## src/rtl/uart_rx_ctrl.sv

```systemverilog
// UART receive controller: start qualify, mid-bit sampling, stop check.
// Optional even parity bit when UART_RX_PARITY_EN is defined.
module uart_rx_ctrl #(
  parameter int OSR       = 16,
  parameter int DATA_BITS = 8
) (
  input  logic                 i_clk,
  input  logic                 i_rst,
  input  logic                 i_en,
  input  logic                 i_rx,
  output logic [DATA_BITS-1:0] o_data,
  output logic                 o_valid,
  input  logic                 i_ready,
  output logic                 o_busy,
  output logic                 o_frame_err,
  output logic                 o_parity_err,
  output logic                 o_overrun
);

  localparam int CW = $clog2(OSR + 1);
  localparam int IW = $clog2(DATA_BITS);

  localparam logic [CW-1:0] C_ONE  = CW'(1);
  localparam logic [CW-1:0] C_HALF = CW'(OSR / 2);
  localparam logic [CW-1:0] C_FULL = CW'(OSR);
  localparam logic [IW-1:0] I_ONE  = IW'(1);
  localparam logic [IW-1:0] I_LAST = IW'(DATA_BITS - 1);

  typedef enum logic [2:0] {
    S_IDLE  = 3'd0,
    S_START = 3'd1,
    S_DATA  = 3'd2,
    S_STOP  = 3'd3,
    S_WAIT  = 3'd4
`ifdef UART_RX_PARITY_EN
    ,S_PAR  = 3'd5
`endif
  } state_t;

  state_t                 r_state;
  state_t                 w_state_nx;
  logic [CW-1:0]          r_cnt;
  logic [CW-1:0]          w_cnt_inc;
  logic [IW-1:0]          r_idx;
  logic [DATA_BITS-1:0]   r_sh;
  logic [DATA_BITS-1:0]   r_data;
  logic                   r_valid;
  logic                   r_frame_err;
  logic                   r_overrun;

  logic                   w_half;
  logic                   w_full;
  logic                   w_busy;
  logic                   w_stop_smp;
  logic                   w_stop_ok;
  logic                   w_stop_bad;
  logic                   w_deliver;
  logic                   w_load;

`ifdef UART_RX_PARITY_EN
  logic                   r_par_bad;
  logic                   r_parity_err;
`endif

  assign w_cnt_inc = r_cnt + C_ONE;
  assign w_half    = (w_cnt_inc == C_HALF);
  assign w_full    = (w_cnt_inc == C_FULL);

  // State register
  always_ff @(posedge i_clk) begin
    if (i_rst) begin
      r_state <= S_IDLE;
    end else begin
      r_state <= w_state_nx;
    end
  end

  // Next-state decode; only ticks move the FSM
  always_comb begin
    w_state_nx = r_state;
    if (i_en) begin
      unique case (r_state)
        S_IDLE: begin
          if (!i_rx) w_state_nx = S_START;
        end
        S_START: begin
          if (i_rx) begin
            w_state_nx = S_IDLE;
          end else if (w_half) begin
            w_state_nx = S_DATA;
          end
        end
        S_DATA: begin
          if (w_full && (r_idx == I_LAST)) begin
`ifdef UART_RX_PARITY_EN
            w_state_nx = S_PAR;
`else
            w_state_nx = S_STOP;
`endif
          end
        end
`ifdef UART_RX_PARITY_EN
        S_PAR: begin
          if (w_full) w_state_nx = S_STOP;
        end
`endif
        S_STOP: begin
          if (w_full) begin
            w_state_nx = i_rx ? S_IDLE : S_WAIT;
          end
        end
        S_WAIT: begin
          if (i_rx) w_state_nx = S_IDLE;
        end
        default: w_state_nx = S_IDLE;
      endcase
    end
  end

  // Output decode: busy flag and stop-sample qualifiers
  always_comb begin
    w_busy     = (r_state != S_IDLE);
    w_stop_smp = i_en && (r_state == S_STOP) && w_full;
    w_stop_ok  = w_stop_smp && i_rx;
    w_stop_bad = w_stop_smp && !i_rx;
`ifdef UART_RX_PARITY_EN
    w_deliver  = w_stop_ok && !r_par_bad;
`else
    w_deliver  = w_stop_ok;
`endif
    w_load     = w_deliver && (!r_valid || i_ready);
  end

  // Tick counter, bit index and data shifter
  always_ff @(posedge i_clk) begin
    if (i_rst) begin
      r_cnt <= '0;
      r_idx <= '0;
      r_sh  <= '0;
    end else if (i_en) begin
      unique case (r_state)
        S_IDLE: begin
          r_cnt <= i_rx ? '0 : C_ONE;
          r_idx <= '0;
        end
        S_START: begin
          r_cnt <= (i_rx || w_half) ? '0 : w_cnt_inc;
          r_idx <= '0;
        end
        S_DATA: begin
          if (w_full) begin
            r_cnt <= '0;
            r_sh  <= {i_rx, r_sh[DATA_BITS-1:1]};
            r_idx <= (r_idx == I_LAST) ? '0 : r_idx + I_ONE;
          end else begin
            r_cnt <= w_cnt_inc;
          end
        end
`ifdef UART_RX_PARITY_EN
        S_PAR: begin
          r_cnt <= w_full ? '0 : w_cnt_inc;
        end
`endif
        S_STOP: begin
          r_cnt <= w_full ? '0 : w_cnt_inc;
        end
        S_WAIT: begin
          r_cnt <= '0;
        end
        default: begin
          r_cnt <= '0;
          r_idx <= '0;
        end
      endcase
    end
  end

`ifdef UART_RX_PARITY_EN
  // Parity mismatch flag, captured at the parity sample
  always_ff @(posedge i_clk) begin
    if (i_rst) begin
      r_par_bad <= 1'b0;
    end else if (i_en) begin
      if (r_state == S_IDLE) begin
        r_par_bad <= 1'b0;
      end else if ((r_state == S_PAR) && w_full) begin
        r_par_bad <= ^{r_sh, i_rx};
      end
    end
  end
`endif

  // Output register, handshake and error pulses (every clock)
  always_ff @(posedge i_clk) begin
    if (i_rst) begin
      r_data      <= '0;
      r_valid     <= 1'b0;
      r_frame_err <= 1'b0;
      r_overrun   <= 1'b0;
    end else begin
      r_frame_err <= w_stop_bad;
      r_overrun   <= w_deliver && r_valid && !i_ready;
      if (w_load) begin
        r_data  <= r_sh;
        r_valid <= 1'b1;
      end else if (r_valid && i_ready) begin
        r_valid <= 1'b0;
      end
    end
  end

`ifdef UART_RX_PARITY_EN
  // Parity error pulse; frame errors suppress it
  always_ff @(posedge i_clk) begin
    if (i_rst) begin
      r_parity_err <= 1'b0;
    end else begin
      r_parity_err <= w_stop_ok && r_par_bad;
    end
  end

  assign o_parity_err = r_parity_err;
`else
  assign o_parity_err = 1'b0;
`endif

  assign o_data      = r_data;
  assign o_valid     = r_valid;
  assign o_busy      = w_busy;
  assign o_frame_err = r_frame_err;
  assign o_overrun   = r_overrun;

endmodule
```

## config.mk

```make
export PLATFORM = sky130hd
export DESIGN_NAME = uart_rx_ctrl
export DESIGN_NICKNAME = d
export VERILOG_FILES = /design/src/rtl/uart_rx_ctrl.sv
export SDC_FILE = /design/constraint.sdc
export NUM_CORES = 1
export LEC_CHECK = 0
export CAP_MARGIN = 20
export CORE_ASPECT_RATIO = 1.25
export CORE_MARGIN = 3
export CORE_UTILIZATION = 59
export CTS_CLUSTER_DIAMETER = 100
export DETAILED_ROUTE_END_ITERATION = 8
export PLACE_DENSITY = 0.84
export SYNTH_ARGS = -nofsm -noshare
export SYNTH_HDL_FRONTEND = slang
export SYNTH_SLANG_ARGS = --single-unit
export TNS_END_PERCENT = 10
```

## constraint.sdc

```tcl
create_clock -name i_clk -period 5.3 [get_ports i_clk]
set_input_delay 1.325 -clock i_clk [delete_from_list [all_inputs] [get_ports i_clk]]
set_output_delay 1.325 -clock i_clk [all_outputs]
set_load 0.01 [all_outputs]
```

==> qor.csv, run 1 <==
stage,metric,value,unit
clock_tree,insertion_delay,330,ps
clock_tree,postCtsHoldBufs,0,
sta,max_freq,313,MHz
die,rows,19,
die,core-area,2330,µm²
sta,period_share,0.604,
cells_and_area,drive_gt1_frac,0.0904,
die,die_w,51.4,µm
clock_tree,path_clk_slew,100,ps
power_and_ir_drop,p_leak,0.693,nW
placed_design,portBuffers,16,
setup_path,worstReg2RegStart,r_cnt[3],
setup_path,startpoint,i_en,
drt,drt-total-wl,3330,µm
clock_tree,cts_tree,built,
die,dieArea,3220,µm²
yosys,avgSynthCellArea,9.25,µm²
cells_and_area,area_growth,17.4,%
setup_path,cp_slowest_cell,clkdlybuf4s50_1,
setup_path,crit_path_cell_trace,"clkdlybuf4s50_1, nand4_1, nor4bb_2, buf_4, mux2i_1, nor2_1",
drt,wire_per_inst,16.0,µm
power_and_ir_drop,totalPowerFinal,0.551,mW
setup_path,r2r_end,o_data[2],
setup_path,slowest_delay,760,ps
yosys,syn_inst,164,
yosys,ys.flop_type,dfxtp_1,
setup_path,required,5520,ps
global_route,grt_max_degree,36,
global_route,overflow,0,
clock_tree,postCtsSetupRepairBufs,0,
cells_and_area,finalNetCount,184,
setup_path,crit_type,in -> reg,
sta,setup_tns,0,ps
yosys,synthDistinctLibCells,47,
setup_path,r2r_cells,6,
power_and_ir_drop,powerDensity,309,nW/µm²
cells_and_area,antennaDiodeCount,0,
setup_path,arrival,3420,ps
setup_path,crit_fanout,15,
power_and_ir_drop,ir_worst_vdd,0.340,mV
setup_path,startpoint_type,input port,
yosys,ys_seq_area_frac,0.396,
yosys,synth_fp_nets,172,
global_route,grt.total_usage,0.228,
placed_design,gp_congestion,0.916,
clock_tree,cts_sinks,30,
die,start_util,0.651,
global_route,grt_pass1_vias,1243,
min_path,hp-class,reg -> reg,
sta,rsz0062_at_grt,no,
run_status,outcome,completed,
drt,vias_per_cell,5.96,
clock_tree,clockRootBuffer,clkbuf_4,
sta,maxSlewViolCount,0,
sta,max_slew_margin,0.594,
drt,drtPass1Iterations,4,
sta,clock_skew,7.84,ps
sta,setup_viol,0,
yosys,yosys_register_bits,30,
clock_tree,cts_buffers,5,
yosys,synth_edf_count,0,
min_path,min_to,r_idx[1],
min_path,holdPathStages,2,
cells_and_area,layout_common_cells,"dfxtp_1, mux2i_1, nor2_1, clkdlybuf4s50_1, nand2b_1",
yosys,syn-cell-area,1520,µm²
drt,num_vias,1239,
global_route,antenna_found_initial,0,
drt,drc,0,
run,drv_cap,0,
drt,drt_iter0_markers,12,
sta,hold_viol_final,0,
placed_design,place_hpwl,2220,µm
sta,tightest_slew,601,ps
placed_design,dp_slack,1770,ps
die,die_y,62.7,µm
sta,finalWorstSetupSlack,2100,ps
setup_path,endpoint_kind,flip-flop,
clock_tree,cts_resized,0,
yosys,yosys_warnings,0,
clock_tree,clockBufferDepth,2,
min_path,min_from,r_idx[1],
sta,period_minus_slack,3200,ps
die,io_pins,18,
setup_path,rrSetupSlack,3000,ps
global_route,grt_pass1_wl,5510,µm
drt,drtAntennaViolNets,0,
yosys,async_flop_share,0,
clock_tree,h-tree-depth,2,
cells_and_area,final_common_cell,dfxtp_1,
-- cell families (layout without fill, tap and decap cells) --
family	after synthesis	in the layout	share of synthesized area
other	1	1	0.00247
XOR/XNOR	2	2	0.0115
AO/OA/AOI/OAI	25	25	0.120
flip-flops	30	30	0.396
AND/OR/NAND/NOR	66	66	0.247
adder cells (fa/ha/maj)	3	3	0.0247
multiplexers	22	22	0.148
buffers and inverters	15	28	0.0495
-- cell usage after synthesis (all sizes together) (2+ instances only) --
cell | instances | area [µm²]
nor2b | 2 | 12.5
a21boi | 2 | 18.8
or3b | 2 | 17.5
mux2i | 21 | 210
nand2b | 10 | 62.6
nor3 | 4 | 20.0
buf | 8 | 48.8
a21oi | 7 | 35.0
nand4 | 4 | 25.0
inv | 2 | 7.51
xnor2 | 2 | 17.5
nor2 | 20 | 75.1
clkbuf | 5 | 18.8
or3 | 2 | 12.5
a311oi | 2 | 17.5
ha | 3 | 37.5
and3 | 2 | 12.5
nand3b | 3 | 22.5
nand4b | 2 | 17.5
nand2 | 6 | 22.5
dfxtp | 30 | 601
o21ai | 5 | 28.8
-- state kept, by name (all words and copies together), names as in the netlist --
register     count
r_sh             8
o_valid          1
r_state          3
r_idx            3
r_cnt            5
o_overrun        1
o_data           8
o_frame_err      1
-- area by class of cell --
class	count	area, µm²
Multi-Input combinational cell	119	848
Sequential cell	30	601
Fill cell	182	548
Timing Repair Buffer	18	175
Clock inverter	2	60.1
Clock buffer	6	51.3
Tap cell	31	38.8
Inverter	2	7.51
-- report_power, final --
part           switching, mW  total [mW]  internal, mW  leakage [nW]
registers             0.0123       0.243         0.230         0.242
clock network         0.0812       0.241         0.160        0.0585
logic                 0.0347      0.0671        0.0324         0.393
total                  0.128       0.551         0.422         0.693
-- metrics by stage --
stage / area (µm²) / cells / hold WS [ps] / util
floorplan: 1520 / 164 / 455 / -
global placement: 1660 / 199 / 466 / 0.714
detailed placement: 1670 / 200 / 485 / 0.717
CTS: 1780 / 208 / 510 / 0.765
global route: 1780 / 208 / 527 / 0.765
finish: 1780 / 208 / 505 / 0.765
-- routing by layer --
layer  GRT usage  vias up  part of all wire
met2       0.396       32              0.53
met1       0.241      585              0.41
met3      0.0740       12             0.038
li1            -      610                 -
met5           0        -                 0
met4       0.105        0             0.030
-- worst max-delay path: cells and delay by family --
kind,cells,cell delay (ps)
muxes,1,210
buffers and inverters,2,1030
and+or+nand+nor,3,850
-- worst max-delay path by stage --
stage | depth (start not counted) | endpoint
CTS | 6 | o_data[2]
detailed placement | 6 | o_data[2]
floorplan | 6 | r_state[0]
finish | 6 | o_data[2]
global route | 6 | o_data[2]
global placement | 5 | o_data[6]
(Power assumes the default switching activity.)
==> inputs of run 2 (changes only) <==
CORE_UTILIZATION = 49   (was 59)
PLACE_DENSITY = 0.74   (was 0.84)
clock period = 2.8 ns   (was 5.3 ns; I/O delays follow)
==> qor.csv, run 2 (synthesis gave the netlist of run 1 again) <==
stage,metric,value,unit,change
run_status,outcome,completed,,unchanged
setup_path,rrSetupSlack,620,ps,was 3000 ps
clock_tree,insertion_delay,330,ps,about the same
power_and_ir_drop,powerDensity,491,nW/µm²,was 309 nW/µm²
sta,period_minus_slack,2360,ps,
die,rows,21,,was 19
clock_tree,cts_buffers,5,,unchanged
clock_tree,postCtsSetupRepairBufs,0,,unchanged
sta,setup_viol,0,,unchanged
cells_and_area,fin_area,1760,µm²,was 1780 µm²
setup_path,crit_fanout,4,,was 15
drt,num_vias,1214,,was 1239
global_route,met1_usage,0.195,,was 0.241
cells_and_area,postLayoutCoreUtil,0.626,,was 0.765
drt,drtPass1Iterations,4,,unchanged
cells_and_area,final_common_cell,dfxtp_1,,unchanged
setup_path,r2r_end,r_sh[2],,was o_data[2]
sta,rsz0062_at_grt,no,,unchanged
setup_path,required,3030,ps,was 5520 ps
placed_design,gp_congestion,0.860,,was 0.916
clock_tree,clockRootBuffer,clkbuf_4,,unchanged
power_and_ir_drop,totalPowerFinal,0.864,mW,was 0.551 mW
global_route,grtUsageMet2,0.336,,was 0.396
global_route,grt_most_used_layer,met2,,unchanged
min_path,min_from,r_idx[2],,was r_idx[1]
setup_path,cp_slowest_cell,or4b_4,,was clkdlybuf4s50_1
run,drv_cap,0,,unchanged
setup_path,worstReg2RegStart,r_cnt[0],,was r_cnt[3]
min_path,min_to,r_idx[2],,was r_idx[1]
drt,wire_per_inst,14.8,µm,was 16.0 µm
power_and_ir_drop,switchingPower,0.243,mW,was 0.128 mW
min_path,hp-class,reg -> reg,,unchanged
global_route,grt_pass1_wl,5330,µm,was 5510 µm
setup_path,path_delay_family,simple AND/OR/NAND/NOR gates,,was buffers and inverters
cells_and_area,area_growth,16.0,%,was 17.4%
drt,drt-total-wl,3170,µm,was 3330 µm
sta,clock_skew,1.67,ps,was 7.84 ps
setup_path,arrival,2580,ps,was 3420 ps
global_route,antenna_found_initial,0,,unchanged
min_path,holdPathStages,2,,unchanged
global_route,grt_pass1_vias,1167,,was 1243
sta,max_slew_margin,0.616,,was 0.594
power_and_ir_drop,sw_frac_of_total,0.281,,was 0.233
setup_path,cp_num_buf_inv,1,,was 2
placed_design,placed_area,1700,µm²,was 1670 µm²
sta,maxSlewViolCount,0,,unchanged
clock_tree,clockBufferDepth,2,,unchanged
power_and_ir_drop,pwr-share-comb,0.152,,was 0.122
cells_and_area,antennaDiodeCount,0,,unchanged
setup_path,r2r_cells,5,,was 6
clock_tree,path_clk_slew,90,ps,was 100 ps
global_route,grt_max_degree,19,,was 36
power_and_ir_drop,p_seq_frac,0.530,,was 0.440
cells_and_area,fill_cells,240,,was 182
placed_design,place_hpwl,2250,µm,was 2220 µm
clock_tree,postCtsHoldBufs,0,,unchanged
cells_and_area,drive_gt1_frac,0.106,,was 0.0904
power_and_ir_drop,internal_power,0.621,mW,was 0.422 mW
setup_path,slowest_delay,570,ps,was 760 ps
clock_tree,cts_sinks,30,,unchanged
setup_path,crit_type,in -> reg,,unchanged
die,die_y,68.2,µm,was 62.7 µm
drt,vias_per_cell,5.67,,was 5.96
setup_path,startpoint_type,input port,,unchanged
die,core-area,2810,µm²,was 2330 µm²
cells_and_area,layout_common_cells,"dfxtp_1, mux2i_1, nor2_1, clkdlybuf4s50_1, nand2b_1",,unchanged
global_route,overflow,0,,unchanged
cells_and_area,finalNetCount,187,,was 184
drt,drt_iter0_markers,43,,was 12
global_route,gr-usage-met3,0.0566,,was 0.0740
global_route,grt.total_usage,0.184,,was 0.228
power_and_ir_drop,power.clock.fraction,0.318,,was 0.438
placed_design,portBuffers,16,,unchanged
sta,setup_tns,0,ps,unchanged
clock_tree,cts_resized,0,,unchanged
die,dieArea,3810,µm²,was 3220 µm²
die,die_w,55.8,µm,was 51.4 µm
die,start_util,0.540,,was 0.651
sta,tightest_slew,574,ps,was 601 ps
die,io_pins,18,,unchanged
power_and_ir_drop,p_leak,0.684,nW,was 0.693 nW
drt,drtAntennaViolNets,0,,unchanged
setup_path,crit_path_cell_trace,"clkdlybuf4s50_1, or4b_4, o2111a_1, o21ai_2, a21boi_2, mux2_4",,"was clkdlybuf4s50_1, nand4_1, nor4bb_2, buf_4, mux2i_1, nor2_1"
clock_tree,h-tree-depth,2,,unchanged
sta,hold_viol_final,0,,unchanged
sta,period_share,0.842,,
setup_path,endpoint_kind,flip-flop,,unchanged
power_and_ir_drop,ir_worst_vdd,0.400,mV,was 0.340 mV
sta,max_freq,424,MHz,
clock_tree,cts_tree,built,,unchanged
drt,drc,0,,unchanged
run 2: changes by cell type in the layout (fill, tap and decap cells not counted):
cell        delta
buf_4          +3
bufinv_16      -2
clkinv_2       +1
clkinvlp_4     +1
run 2: worst register-to-register path, delay by kind of cell, from the launching register on:
kind	cells	cell delay, ps
adder cells (fa/ha/maj)	1	260
flip-flops	1	500
AND/OR/NAND/NOR	3	980
multiplexers	1	330
run 2: per-stage QoR:
stage	hold WS (ps)	std cells	worst slack, ps
global route	504	214	377
CTS	490	214	437
floorplan	455	164	579
global placement	467	206	173
detailed placement	477	206	116
finish	491	214	443
run 2: cell type report:
class | instances | area [µm²] | share of cell area
multi-input combinational | 119 | 848 | 0.482
sequential | 30 | 601 | 0.341
timing repair buffer | 21 | 198 | 0.112
clock buffer | 6 | 51.3 | 0.0291
tap | 34 | 42.5 | 0.0242
clock inverter | 2 | 12.5 | 0.00711
inverter | 2 | 7.51 | 0.00426
run 2: worst max path at each step:
stage / slack (ps) / startpoint / end / depth (start not counted)
2_1_floorplan: 580 / i_rx / r_state[0] / 6
3_3_place_gp: 170 / i_rx / r_state[0] / 6
3_5_place_dp: 120 / i_rx / r_state[0] / 6
4_1_cts: 440 / r_state[1] / o_busy / 2
5_1_grt: 380 / i_rx / r_state[0] / 7
6_report: 440 / i_rx / r_state[0] / 6
run 2: layer usage:
| metal | vias to the layer above | share of wire |
|---|---|---|
| met4 | 0 | 0.019 |
| li1 | 612 | - |
| met2 | 29 | 0.50 |
| met5 | - | 0 |
| met1 | 567 | 0.43 |
| met3 | 6 | 0.055 |
run 2: power by group through the flow:
stage	registers, mW	clock network (mW)	logic (mW)
floorplan	0.452	0	0.108
global placement	0.466	0	0.126
detailed placement	0.467	0	0.130
CTS	0.457	0.284	0.132
global route	0.461	0.306	0.144
finish	0.458	0.275	0.132
==> inputs of run 3 (changes only) <==
CORE_UTILIZATION = 54   (was 49)
PLACE_DENSITY = 0.78   (was 0.74)
clock period = 2.3 ns   (was 2.8 ns; I/O delays follow)
==> qor.csv, run 3 (synthesis gave the netlist of run 1 again) <==
stage,metric,value,unit,change
run_status,outcome,completed,,unchanged
cells_and_area,area_growth,17.6,%,was 16.0%
run,drv_cap,0,,unchanged
power_and_ir_drop,p_leak,0.704,nW,was 0.684 nW
sta,period_share,0.961,,
cells_and_area,finalNetCount,192,,was 187
drt,vias_per_cell,5.66,,was 5.67
clock_tree,insertion_delay,330,ps,about the same
drt,num_vias,1222,,was 1214
die,dieArea,3490,µm²,was 3810 µm²
setup_path,worstReg2RegStart,r_state[2],,was r_cnt[0]
clock_tree,clockRootBuffer,clkbuf_4,,unchanged
placed_design,place_hpwl,2260,µm,was 2250 µm
cells_and_area,drive_gt1_frac,0.120,,was 0.106
setup_path,startpoint,r_state[1],,was i_rx
sta,max_freq,452,MHz,
setup_path,path_delay_family,buffers and inverters,,was simple AND/OR/NAND/NOR gates
setup_path,crit_path_cell_trace,"or3_1, clkdlybuf4s50_1",,"was clkdlybuf4s50_1, or4b_4, o2111a_1, o21ai_2, a21boi_2, mux2_4"
clock_tree,cts_buffers,5,,unchanged
setup_path,required,1730,ps,was 3030 ps
global_route,antenna_found_initial,0,,unchanged
global_route,grt_pass1_wl,5370,µm,was 5330 µm
clock_tree,postCtsSetupRepairBufs,0,,unchanged
drt,drt-total-wl,3120,µm,was 3170 µm
sta,setup_viol,0,,unchanged
min_path,hp-class,reg -> reg,,unchanged
placed_design,gp_congestion,0.947,,was 0.860
setup_path,cp_num_buf_inv,1,,unchanged
sta,hold_viol_final,0,,unchanged
sta,rsz0062_at_grt,no,,unchanged
die,io_pins,18,,unchanged
setup_path,crit_fanout,13,,was 4
die,rows,20,,was 21
global_route,grt_pass1_vias,1160,,was 1167
drt,wire_per_inst,14.4,µm,was 14.8 µm
cells_and_area,fill_cells,211,,was 240
cells_and_area,final_common_cell,dfxtp_1,,unchanged
die,start_util,0.595,,was 0.540
clock_tree,cts_resized,0,,unchanged
clock_tree,h-tree-depth,2,,unchanged
drt,drtPass1Iterations,4,,unchanged
placed_design,dp_slack,-194,ps,was 116 ps
setup_path,slowest_delay,480,ps,was 570 ps
sta,maxSlewViolCount,0,,unchanged
drt,drtAntennaViolNets,0,,unchanged
sta,period_minus_slack,2210,ps,
setup_path,startpoint_type,flip-flop,,was input port
setup_path,crit_type,reg -> out,,was in -> reg
clock_tree,cts_tree,built,,unchanged
clock_tree,postCtsHoldBufs,0,,unchanged
sta,clock_skew,9.85,ps,was 1.67 ps
cells_and_area,layout_common_cells,"dfxtp_1, mux2i_1, nor2_1, clkdlybuf4s50_1",,"was dfxtp_1, mux2i_1, nor2_1, clkdlybuf4s50_1, nand2b_1"
setup_path,endpoint_kind,output pin,,was flip-flop
clock_tree,cts_sinks,30,,unchanged
die,die_w,53.4,µm,was 55.8 µm
global_route,grt.total_usage,0.209,,was 0.184
die,die_y,65.3,µm,was 68.2 µm
global_route,overflow,0,,unchanged
drt,drt_iter0_markers,34,,was 43
clock_tree,path_clk_slew,90,ps,about the same
power_and_ir_drop,totalPowerFinal,1.03,mW,was 0.864 mW
power_and_ir_drop,ir_worst_vdd,0.469,mV,was 0.400 mV
setup_path,arrival,1640,ps,was 2580 ps
power_and_ir_drop,powerDensity,580,nW/µm²,was 491 nW/µm²
sta,finalWorstSetupSlack,88.8,ps,was 443 ps
clock_tree,clockBufferDepth,2,,unchanged
drt,drc,0,,unchanged
min_path,min_from,r_idx[2],,unchanged
placed_design,portBuffers,16,,unchanged
cells_and_area,antennaDiodeCount,0,,unchanged
setup_path,cp_slowest_cell,clkdlybuf4s50_1,,was or4b_4
die,core-area,2550,µm²,was 2810 µm²
global_route,grt_max_degree,30,,was 19
[run 3: changes by cell type in the layout (fill, tap and decap cells not counted), sizes merged]
| cell | before | now |
|---|---|---|
| clkinv | 1 | 0 |
| clkinvlp | 1 | 0 |
| buf | 5 | 10 |
[run 3: final timing paths]
kind                endpoint  slack (ps)  cells after the start
setup / recovery      o_busy          90                      2
hold reg to reg     r_idx[2]         490                      2
hold / removal      r_idx[2]         490                      2
setup reg to reg  r_state[0]         260                      6
[run 3: routing by layer]
layer	vias up	track usage	part of all wire
li1	621	-	-
met1	567	0.246	0.43
met2	30	0.351	0.52
met3	4	0.0431	0.041
met4	0	0.0990	0.015
met5	-	0	0
[run 3: per-stage QoR]
stage	instances	hold slack, ps	area (µm²)	util	TNS, ps
2_1_floorplan	164	455	1520	-	0
3_3_place_gp	210	467	1730	0.679	-296
3_5_place_dp	210	487	1730	0.679	-478
4_1_cts	216	500	1780	0.699	0
5_1_grt	216	531	1780	0.699	0
6_report	216	493	1780	0.699	0
[run 3: final cells by class]
cell class | instances | area [µm²] | share of cell area
Multi-Input combinational cell | 119 | 848 | 0.475
Tap cell | 33 | 41.3 | 0.0231
Inverter | 2 | 7.51 | 0.00421
Clock buffer | 6 | 51.3 | 0.0288
Timing Repair Buffer | 26 | 235 | 0.132
Sequential cell | 30 | 601 | 0.337
[run 3: power breakdown]
| part | switching [mW] | leakage [nW] | internal [mW] |
|---|---|---|---|
| registers | 0.0269 | 0.242 | 0.530 |
| logic | 0.0843 | 0.432 | 0.0915 |
| clock network | 0.163 | 0.0302 | 0.137 |
| total | 0.275 | 0.704 | 0.759 |
[run 3: tightest hold or removal path: stages (launching register included)]
cell	delay, ps
dfxtp_1	320
nand2b_1	60
mux2i_1	60
